## src/rtl/shower_pkg.sv

```systemverilog
// -----------------------------------------------------------------------------
// shower_pkg
// Shared definitions for the anode shower window detector:
//   - shower_code_t : 2-bit shower classification (none/loose/nominal/tight)
//   - clog2()       : ceil(log2(value)), usable in constant expressions
//   - hist_entry_t  : one BX of window history {hit count, per-layer hit mask}
// -----------------------------------------------------------------------------
package shower_pkg;

  typedef enum logic [1:0] {
    SH_NONE    = 2'd0,
    SH_LOOSE   = 2'd1,
    SH_NOMINAL = 2'd2,
    SH_TIGHT   = 2'd3
  } shower_code_t;

  // ceil(log2(value)); clog2(1) = 0. Bounded loop so it folds at elaboration.
  function automatic int clog2(input int value);
    int r;
    r = 0;
    for (int i = 0; i < 31; i++) begin
      if ((1 << i) < value) r = i + 1;
    end
    return r;
  endfunction

  // Chamber geometry the history entry is sized for. The top-level
  // parameters default to these; retargeting the geometry means changing
  // them here so the history entry follows.
  localparam int NLY_DEF     = 6;
  localparam int NWG_DEF     = 112;
  localparam int HIST_CNT_W  = clog2(NLY_DEF * NWG_DEF + 1);
  localparam int HIST_MASK_W = NLY_DEF;

  typedef struct packed {
    logic [HIST_CNT_W-1:0]  cnt;   // popcount of all wire-group hits in one BX
    logic [HIST_MASK_W-1:0] mask;  // bit k set when layer k had any hit
  } hist_entry_t;

endpackage

```

## src/rtl/shower_popcnt.sv

```systemverilog
// -----------------------------------------------------------------------------
// shower_popcnt
// Registered population count over N bits. Bits are first counted in small
// fixed groups, the group counts are then summed, and the total is registered.
//   clk  : clock
//   rst  : synchronous active-high reset, clears the count
//   bits : N input bits
//   cnt  : registered number of set bits (W bits, cannot overflow)
// -----------------------------------------------------------------------------
module shower_popcnt
  import shower_pkg::*;
#(
  parameter int N = 672,
  parameter int W = clog2(N + 1)
) (
  input  logic         clk,
  input  logic         rst,
  input  logic [N-1:0] bits,
  output logic [W-1:0] cnt
);

  localparam int GRP = 8;
  localparam int NG  = (N + GRP - 1) / GRP;
  localparam int GW  = clog2(GRP + 1);

  // Zero-extend so the last group is always full width.
  logic [NG*GRP-1:0] padded;
  logic [GW-1:0]     grp_cnt [NG];
  logic [W-1:0]      total;

  assign padded = (NG*GRP)'(bits);

  // NOTE: every variable assigned in always_comb gets a default at the top of
  // the block, so no path can leave it holding its old value (which would
  // infer a latch).
  always_comb begin
    for (int g = 0; g < NG; g++) begin
      grp_cnt[g] = '0;
      for (int b = 0; b < GRP; b++) begin
        grp_cnt[g] = grp_cnt[g] + GW'(padded[g*GRP + b]);
      end
    end
  end

  always_comb begin
    total = '0;
    for (int g = 0; g < NG; g++) begin
      total = total + W'(grp_cnt[g]);
    end
  end

  // NOTE: sequential state is updated with non-blocking assignments so every
  // register samples values from before the edge, independent of block order.
  always_ff @(posedge clk) begin
    if (rst) cnt <= '0;
    else     cnt <= total;
  end

endmodule

```

## src/rtl/shower_window.sv

```systemverilog
// -----------------------------------------------------------------------------
// shower_window
// Anode shower detector summing wire-group hits across a programmable sliding
// window of BX, with a minimum-layer cut, loose/nominal/tight thresholds and a
// programmable dead time. Fixed latency of DLY clocks from input sample to
// outputs, independent of the window depth.
//
// Pipeline (ly captured at edge t):
//   t+1 : total hit popcount and per-layer OR pushed into history (hist[0])
//   t+2 : window sum and window layer count over the newest eff_win entries
//   t+3 : classification plus dead-time suppression
//   then DLY-3 plain delay stages to the outputs
//
// Ports:
//   clk        : BX clock
//   rst        : synchronous active-high reset, clears all state
//   ly         : hit bits, layer k at [k*NWG +: NWG]
//   win_len    : window depth in BX; 0 acts as 1, >WIN_MAX acts as WIN_MAX
//   min_layers : layers required within the window; 0 always passes
//   th_loose   : window-sum threshold for loose
//   th_nominal : window-sum threshold for nominal
//   th_tight   : window-sum threshold for tight
//   dead_bx    : BX suppressed after an issued code; 0 disables
//   shower_int : shower code (0 none, 1 loose, 2 nominal, 3 tight)
//   shower_cnt : window hit sum aligned with shower_int
//   shower_nly : window layer count aligned with shower_int
// -----------------------------------------------------------------------------
module shower_window
  import shower_pkg::*;
#(
  parameter  int NLY     = NLY_DEF,
  parameter  int NWG     = NWG_DEF,
  parameter  int WIN_MAX = 4,
  parameter  int DLY     = 6,
  localparam int CW      = clog2(NLY * NWG + 1),
  localparam int SW      = CW + clog2(WIN_MAX),
  localparam int LW      = clog2(NLY + 1),
  localparam int WLW     = clog2(WIN_MAX) + 1
) (
  input  logic             clk,
  input  logic             rst,
  input  logic [NLY*NWG-1:0] ly,
  input  logic [WLW-1:0]   win_len,
  input  logic [LW-1:0]    min_layers,
  input  logic [SW-1:0]    th_loose,
  input  logic [SW-1:0]    th_nominal,
  input  logic [SW-1:0]    th_tight,
  input  logic [3:0]       dead_bx,
  output logic [1:0]       shower_int,
  output logic [SW-1:0]    shower_cnt,
  output logic [LW-1:0]    shower_nly
);

  localparam int NB = NLY * NWG;
  localparam int XD = DLY - 3;      // extra delay stages after classification
  localparam int OW = 2 + SW + LW;  // {code, sum, nly}

  // ---------------------------------------------------------------------------
  // Input capture (edge t)
  // ---------------------------------------------------------------------------
  logic [NB-1:0] ly_q;

  always_ff @(posedge clk) begin
    if (rst) ly_q <= '0;
    else     ly_q <= ly;
  end

  // ---------------------------------------------------------------------------
  // Stage 1 (edge t+1): popcount and layer mask form the newest history entry
  // ---------------------------------------------------------------------------
  logic [CW-1:0]  pc_cnt;
  logic [NLY-1:0] mask_q;

  shower_popcnt #(
    .N (NB),
    .W (CW)
  ) u_popcnt (
    .clk  (clk),
    .rst  (rst),
    .bits (ly_q),
    .cnt  (pc_cnt)
  );

  always_ff @(posedge clk) begin
    if (rst) begin
      mask_q <= '0;
    end else begin
      for (int k = 0; k < NLY; k++) begin
        mask_q[k] <= |ly_q[k*NWG +: NWG];
      end
    end
  end

  // hist[0] is the stage-1 register pair itself; older entries shift behind it.
  hist_entry_t hist [WIN_MAX];

  assign hist[0] = '{cnt: pc_cnt, mask: mask_q};

  generate
    if (WIN_MAX > 1) begin : g_hist
      hist_entry_t old_q [WIN_MAX-1];

      // NOTE: the history is deliberately cleared on reset: windows formed
      // right after reset must see zero-filled entries, not stale hits.
      always_ff @(posedge clk) begin
        if (rst) begin
          for (int i = 0; i < WIN_MAX-1; i++) old_q[i] <= '0;
        end else begin
          old_q[0] <= hist[0];
          for (int i = 1; i < WIN_MAX-1; i++) old_q[i] <= old_q[i-1];
        end
      end

      for (genvar i = 1; i < WIN_MAX; i++) begin : g_tap
        assign hist[i] = old_q[i-1];
      end
    end
  endgenerate

  // ---------------------------------------------------------------------------
  // Stage 2 (edge t+2): window sum and window layer count
  // ---------------------------------------------------------------------------
  logic [WLW-1:0] eff_win;
  logic [SW-1:0]  sum_c;
  logic [NLY-1:0] mask_or;
  logic [LW-1:0]  nly_c;
  logic [SW-1:0]  sum2_q;
  logic [LW-1:0]  nly2_q;

  always_comb begin
    if (win_len == '0)                   eff_win = WLW'(1);
    else if (win_len > WLW'(WIN_MAX))    eff_win = WLW'(WIN_MAX);
    else                                 eff_win = win_len;
  end

  // Entries beyond eff_win stay in the history but are masked out here, so a
  // shrinking window takes effect on the very next edge.
  always_comb begin
    sum_c   = '0;
    mask_or = '0;
    for (int i = 0; i < WIN_MAX; i++) begin
      if (WLW'(i) < eff_win) begin
        sum_c   = sum_c + SW'(hist[i].cnt);
        mask_or = mask_or | hist[i].mask;
      end
    end
  end

  always_comb begin
    nly_c = '0;
    for (int k = 0; k < NLY; k++) begin
      nly_c = nly_c + LW'(mask_or[k]);
    end
  end

  always_ff @(posedge clk) begin
    if (rst) begin
      sum2_q <= '0;
      nly2_q <= '0;
    end else begin
      sum2_q <= sum_c;
      nly2_q <= nly_c;
    end
  end

  // ---------------------------------------------------------------------------
  // Stage 3 (edge t+3): classification and dead time
  // ---------------------------------------------------------------------------
  shower_code_t raw_code;
  shower_code_t code3_q;
  logic [SW-1:0] sum3_q;
  logic [LW-1:0] nly3_q;
  logic [3:0]    dead_q;

  // Fixed priority tight > nominal > loose, even when the thresholds are not
  // monotonic.
  always_comb begin
    raw_code = SH_NONE;
    if (nly2_q >= min_layers) begin
      if      (sum2_q >= th_tight)   raw_code = SH_TIGHT;
      else if (sum2_q >= th_nominal) raw_code = SH_NOMINAL;
      else if (sum2_q >= th_loose)   raw_code = SH_LOOSE;
    end
  end

  // An issued code reloads the dead counter; while it runs, codes are forced
  // to none, giving at least dead_bx+1 clocks between triggers.
  always_ff @(posedge clk) begin
    if (rst) begin
      code3_q <= SH_NONE;
      sum3_q  <= '0;
      nly3_q  <= '0;
      dead_q  <= '0;
    end else begin
      sum3_q <= sum2_q;
      nly3_q <= nly2_q;
      if (dead_q != 4'd0) begin
        code3_q <= SH_NONE;
        dead_q  <= dead_q - 4'd1;
      end else begin
        code3_q <= raw_code;
        if (raw_code != SH_NONE) dead_q <= dead_bx;
      end
    end
  end

  // ---------------------------------------------------------------------------
  // Output delay line (DLY-3 stages)
  // ---------------------------------------------------------------------------
  logic [OW-1:0] s3_word;
  logic [OW-1:0] out_word;

  assign s3_word = {code3_q, sum3_q, nly3_q};

  generate
    if (XD > 0) begin : g_dly
      logic [OW-1:0] dl_q [XD];

      always_ff @(posedge clk) begin
        if (rst) begin
          for (int i = 0; i < XD; i++) dl_q[i] <= '0;
        end else begin
          dl_q[0] <= s3_word;
          for (int i = 1; i < XD; i++) dl_q[i] <= dl_q[i-1];
        end
      end

      assign out_word = dl_q[XD-1];
    end else begin : g_nodly
      assign out_word = s3_word;
    end
  endgenerate

  assign {shower_int, shower_cnt, shower_nly} = out_word;

endmodule

```

## config.mk

```make
export PLATFORM = sky130hd
export DESIGN_NAME = shower_window
export DESIGN_NICKNAME = d
export VERILOG_FILES = /design/src/rtl/shower_pkg.sv /design/src/rtl/shower_popcnt.sv /design/src/rtl/shower_window.sv
export SDC_FILE = /design/constraint.sdc
export NUM_CORES = 2
export LEC_CHECK = 0
export CORE_AREA = 2 2 303 305
export CTS_CLUSTER_DIAMETER = 40
export CTS_CLUSTER_SIZE = 8
export DETAILED_ROUTE_END_ITERATION = 7
export DIE_AREA = 0 0 305 307
export PLACE_DENSITY = 0.84
export SLEW_MARGIN = 20
export SYNTH_ARGS = -nofsm -noshare
export SYNTH_HDL_FRONTEND = slang
export SYNTH_HIERARCHICAL = 1
export SYNTH_SLANG_ARGS = --single-unit
```

## constraint.sdc

```tcl
create_clock -name clk -period 24.9 [get_ports clk]
set_input_delay 3.735 -clock clk [delete_from_list [all_inputs] [get_ports clk]]
set_output_delay 3.735 -clock clk [all_outputs]
set_load 0.01 [all_outputs]
```

==> results by group <==
Yosys
  • Cells after Synth: ~4200
  • Synth area leader: dfxtp_1
  • Post-synthesis average cell area: 10.8 um^2
  • EDFF count, synth: 0
  • Synth warn: 6
  • Library cells used by synthesis: between 60 and 70
  • Syn nets: around 5700
  • Share of the synthesized area in the top cell type: 0.367
  • Synthesized area: 0.0449 mm^2
  • Seq cells post-synth: about 820
  • Top cells by area, synth: dfxtp_1, fa_1, nor2b_1
  • Seq/Total Area, Yosys: 0.367
  • Ys flop type: dfxtp_1
  • Async SR Flop Fraction: 0

Drt
  • DRT met1 WL: approximately 52000 um
  • Wirelength per Cell: 23.5 um
  • DRC viols: 0
  • Met2 Wirelength: 71600 um
  • Drt pass-1 iters: 7
  • Total number of vias: roughly 31000
  • Detailed Route Iter0 Violations: ~2000
  • Number of vias per cell: 5.05
  • DRT antenna net count: 0
  • Final WL: 145000 um
  • Routed wl met3: 10400 um
  • DR top layer: met5

Floorplanning
  • Die height: approximately 310 um
  • Row cnt: about 110
  • Die width: roughly 310 um
  • Initial Utilization: 0.495
  • Total die area: approximately 0.094 mm^2
  • Num ports: roughly 740
  • Core area: between 0.09 and 0.1 mm^2

Clocking
  • Clk_lat worst skew: about 0.76 ns
  • CTS Buffer Depth: 3
  • CTS tree: done
  • Post-CTS Hold Buffers: 0
  • TritonCTS sink count: 823
  • H-tree lvl count: 4
  • Clk pin slew, worst setup/hold paths: roughly 0.05 ns
  • Total CTS buffers: 138
  • PostCTS Resize Cnt: 0
  • Post-CTS Setup Repair Bufs: 0
  • Root Buffer: clkbuf_16

Critical path
  • WP data arrival: approximately 12 ns
  • CP bufs+invs: 4
  • Family with the most delay on the worst path: adder cells
  • Critical Path Slowest Stage Cell: fa_1
  • Max stage delay on crit path: roughly 0.57 ns
  • Setup crit start kind: flop
  • Worst path most repeated cell: fa_1
  • CP required: around 26 ns
  • CP Max Fanout: 3
  • Crit path capture type: flop
  • CP Class: flop to flop

Layout
  • Area Growth Syn to Fin: 28.3%
  • Layout cells sized above 1: 0.0423
  • Fill count: around 7000
  • Layout Nets: 6491

Flow run
  • Max-cap violations: 0

STA
  • Final hold violation count: 0
  • Tcrit/Tclk final: 0.439
  • Worst rel slew slack: 0.0804
  • Tmin final: between 10 and 15 ns
  • Pins Over Slew Limit: 0
  • FMAX: 91.4 MHz
  • RSZ-0062 raised after global routing: false
  • Final setup viols: 0
  • Setup TNS: 0 ns
  • Skew final: 0.0243 ns
  • Tightest Pin Transition: ~1.4 ns

Global routing
  • Overflow after GRT: 0
  • Largest net degree at the start of global routing: 127
  • GRT Total Usage: 0.314
  • Initial antenna violation count: 25
  • Global-route wire length before repair: roughly 210000 um
  • Vias in the first global route: ~35000

Place
  • Routability cong.: between 1 and 1.5
  • Hpwl dp: 122000 um
  • # port buffers: roughly 740

Run status
  • Status: finished clean

Min path
  • Worst min-delay path class: flop to flop
worst paths after layout:
check,to,cells past startpoint,slack (ns),start
worst max register to register,u_popcnt/cnt[9]$_SDFF_PP0_,27,13.96,ly_q[106]$_SDFF_PP0_
worst min register to register,g_dly.dl_q[0][37]$_SDFF_PP0_,1,0.43,g_dly.dl_q[0][20]$_SDFF_PP0_
worst max-delay path,u_popcnt/cnt[9]$_SDFF_PP0_,27,13.96,ly_q[106]$_SDFF_PP0_
worst min-delay path,g_dly.dl_q[0][37]$_SDFF_PP0_,1,0.43,g_dly.dl_q[0][20]$_SDFF_PP0_
cells in the mapped netlist, types with 10 or more instances:
cell / count
xor2_1: 14
nand4_1: 43
fa_1: 661
nand2_1: 42
nor4_1: 180
a211oi_1: 14
nor2_1: 46
inv_1: 967
nor2b_1: 798
a21o_1: 18
buf_4: 17
dfxtp_1: 823
o21a_1: 10
xnor2_1: 24
o21ai_0: 37
nor3_1: 18
ha_1: 188
clkbuf_1: 102
a21oi_1: 57
registers in the layout, summed over array words and instances, names as in the netlist:
name,cells
dead_q,4
sum3_q,12
ly_q,672
nly2_q,3
nly3_q,3
sum2_q,12
mask_q,6
g_dly.dl_q,51
code3_q,2
g_hist.old_q,48
u_popcnt/cnt,10
cell families (layout without fill, tap and decap cells):
kind of cell | after synthesis | in the layout | share of synthesized area
XOR/XNOR | 38 | 38 | 0.00741
AO/OA/AOI/OAI | 186 | 186 | 0.0272
flip-flops | 823 | 823 | 0.367
other | 0 | 13 | 0
buffers and inverters | 1091 | 1916 | 0.0927
adder cells (fa/ha/maj) | 852 | 852 | 0.348
AND/OR/NAND/NOR | 1163 | 1163 | 0.157
multiplexers | 6 | 6 | 0.00142
placed cells by master (no fill, tap or decap), types with 5 or more instances in the layout:
cell	n
xor2_1	14
ha_1	188
fa_1	661
and2_1	7
bufinv_16	8
nand2_1	42
nor4_1	180
inv_1	967
a21o_1	18
clkbuf_8	9
nand2b_1	6
o21a_1	10
diode_2	13
a211oi_1	14
o21ai_0	37
nor3_1	18
clkdlybuf4s50_1	735
clkbuf_1	16
buf_4	11
xnor2_1	24
a31oi_1	5
nand4_1	43
clkbuf_16	141
dfxtp_1	823
nor2b_1	798
clkinv_2	9
clkinv_8	5
nor2_1	46
nand3_1	7
a21oi_1	57
area by class of cell:
| cell class | count | area [um^2] | share of cell area |
|---|---|---|---|
| Tap cell | 1186 | 1480 | 0.0258 |
| Clock buffer | 166 | 3710 | 0.0644 |
| Inverter | 967 | 3630 | 0.0630 |
| Timing Repair Buffer | 747 | 7450 | 0.129 |
| Antenna cell | 13 | 32.5 | 0.000565 |
| Multi-Input combinational cell | 2245 | 24300 | 0.421 |
| Clock inverter | 36 | 539 | 0.00936 |
| Sequential cell | 823 | 16500 | 0.286 |
layer usage:
layer	global-route usage	up-vias
li1	-	14000
met1	0.351	15400
met2	0.534	1417
met3	0.0694	423
met4	0.219	20
met5	0	-
stage by stage:
step / utilization / std cells / worst slack, ns / hold WS (ns) / area [um^2]
global placement: 0.588 / 5968 / 14.11 / 0.418 / 53300
global route: 0.635 / 6182 / 13.51 / 0.449 / 57600
CTS: 0.635 / 6170 / 13.96 / 0.432 / 57600
detailed placement: 0.588 / 5968 / 14.05 / 0.422 / 53300
finish: 0.635 / 6183 / 13.96 / 0.431 / 57600
floorplan: - / 4159 / 14.48 / 0.414 / 44900
Power is not shown: default switching activity piles up to over one toggle a cycle in this logic, so the estimate is an artifact.
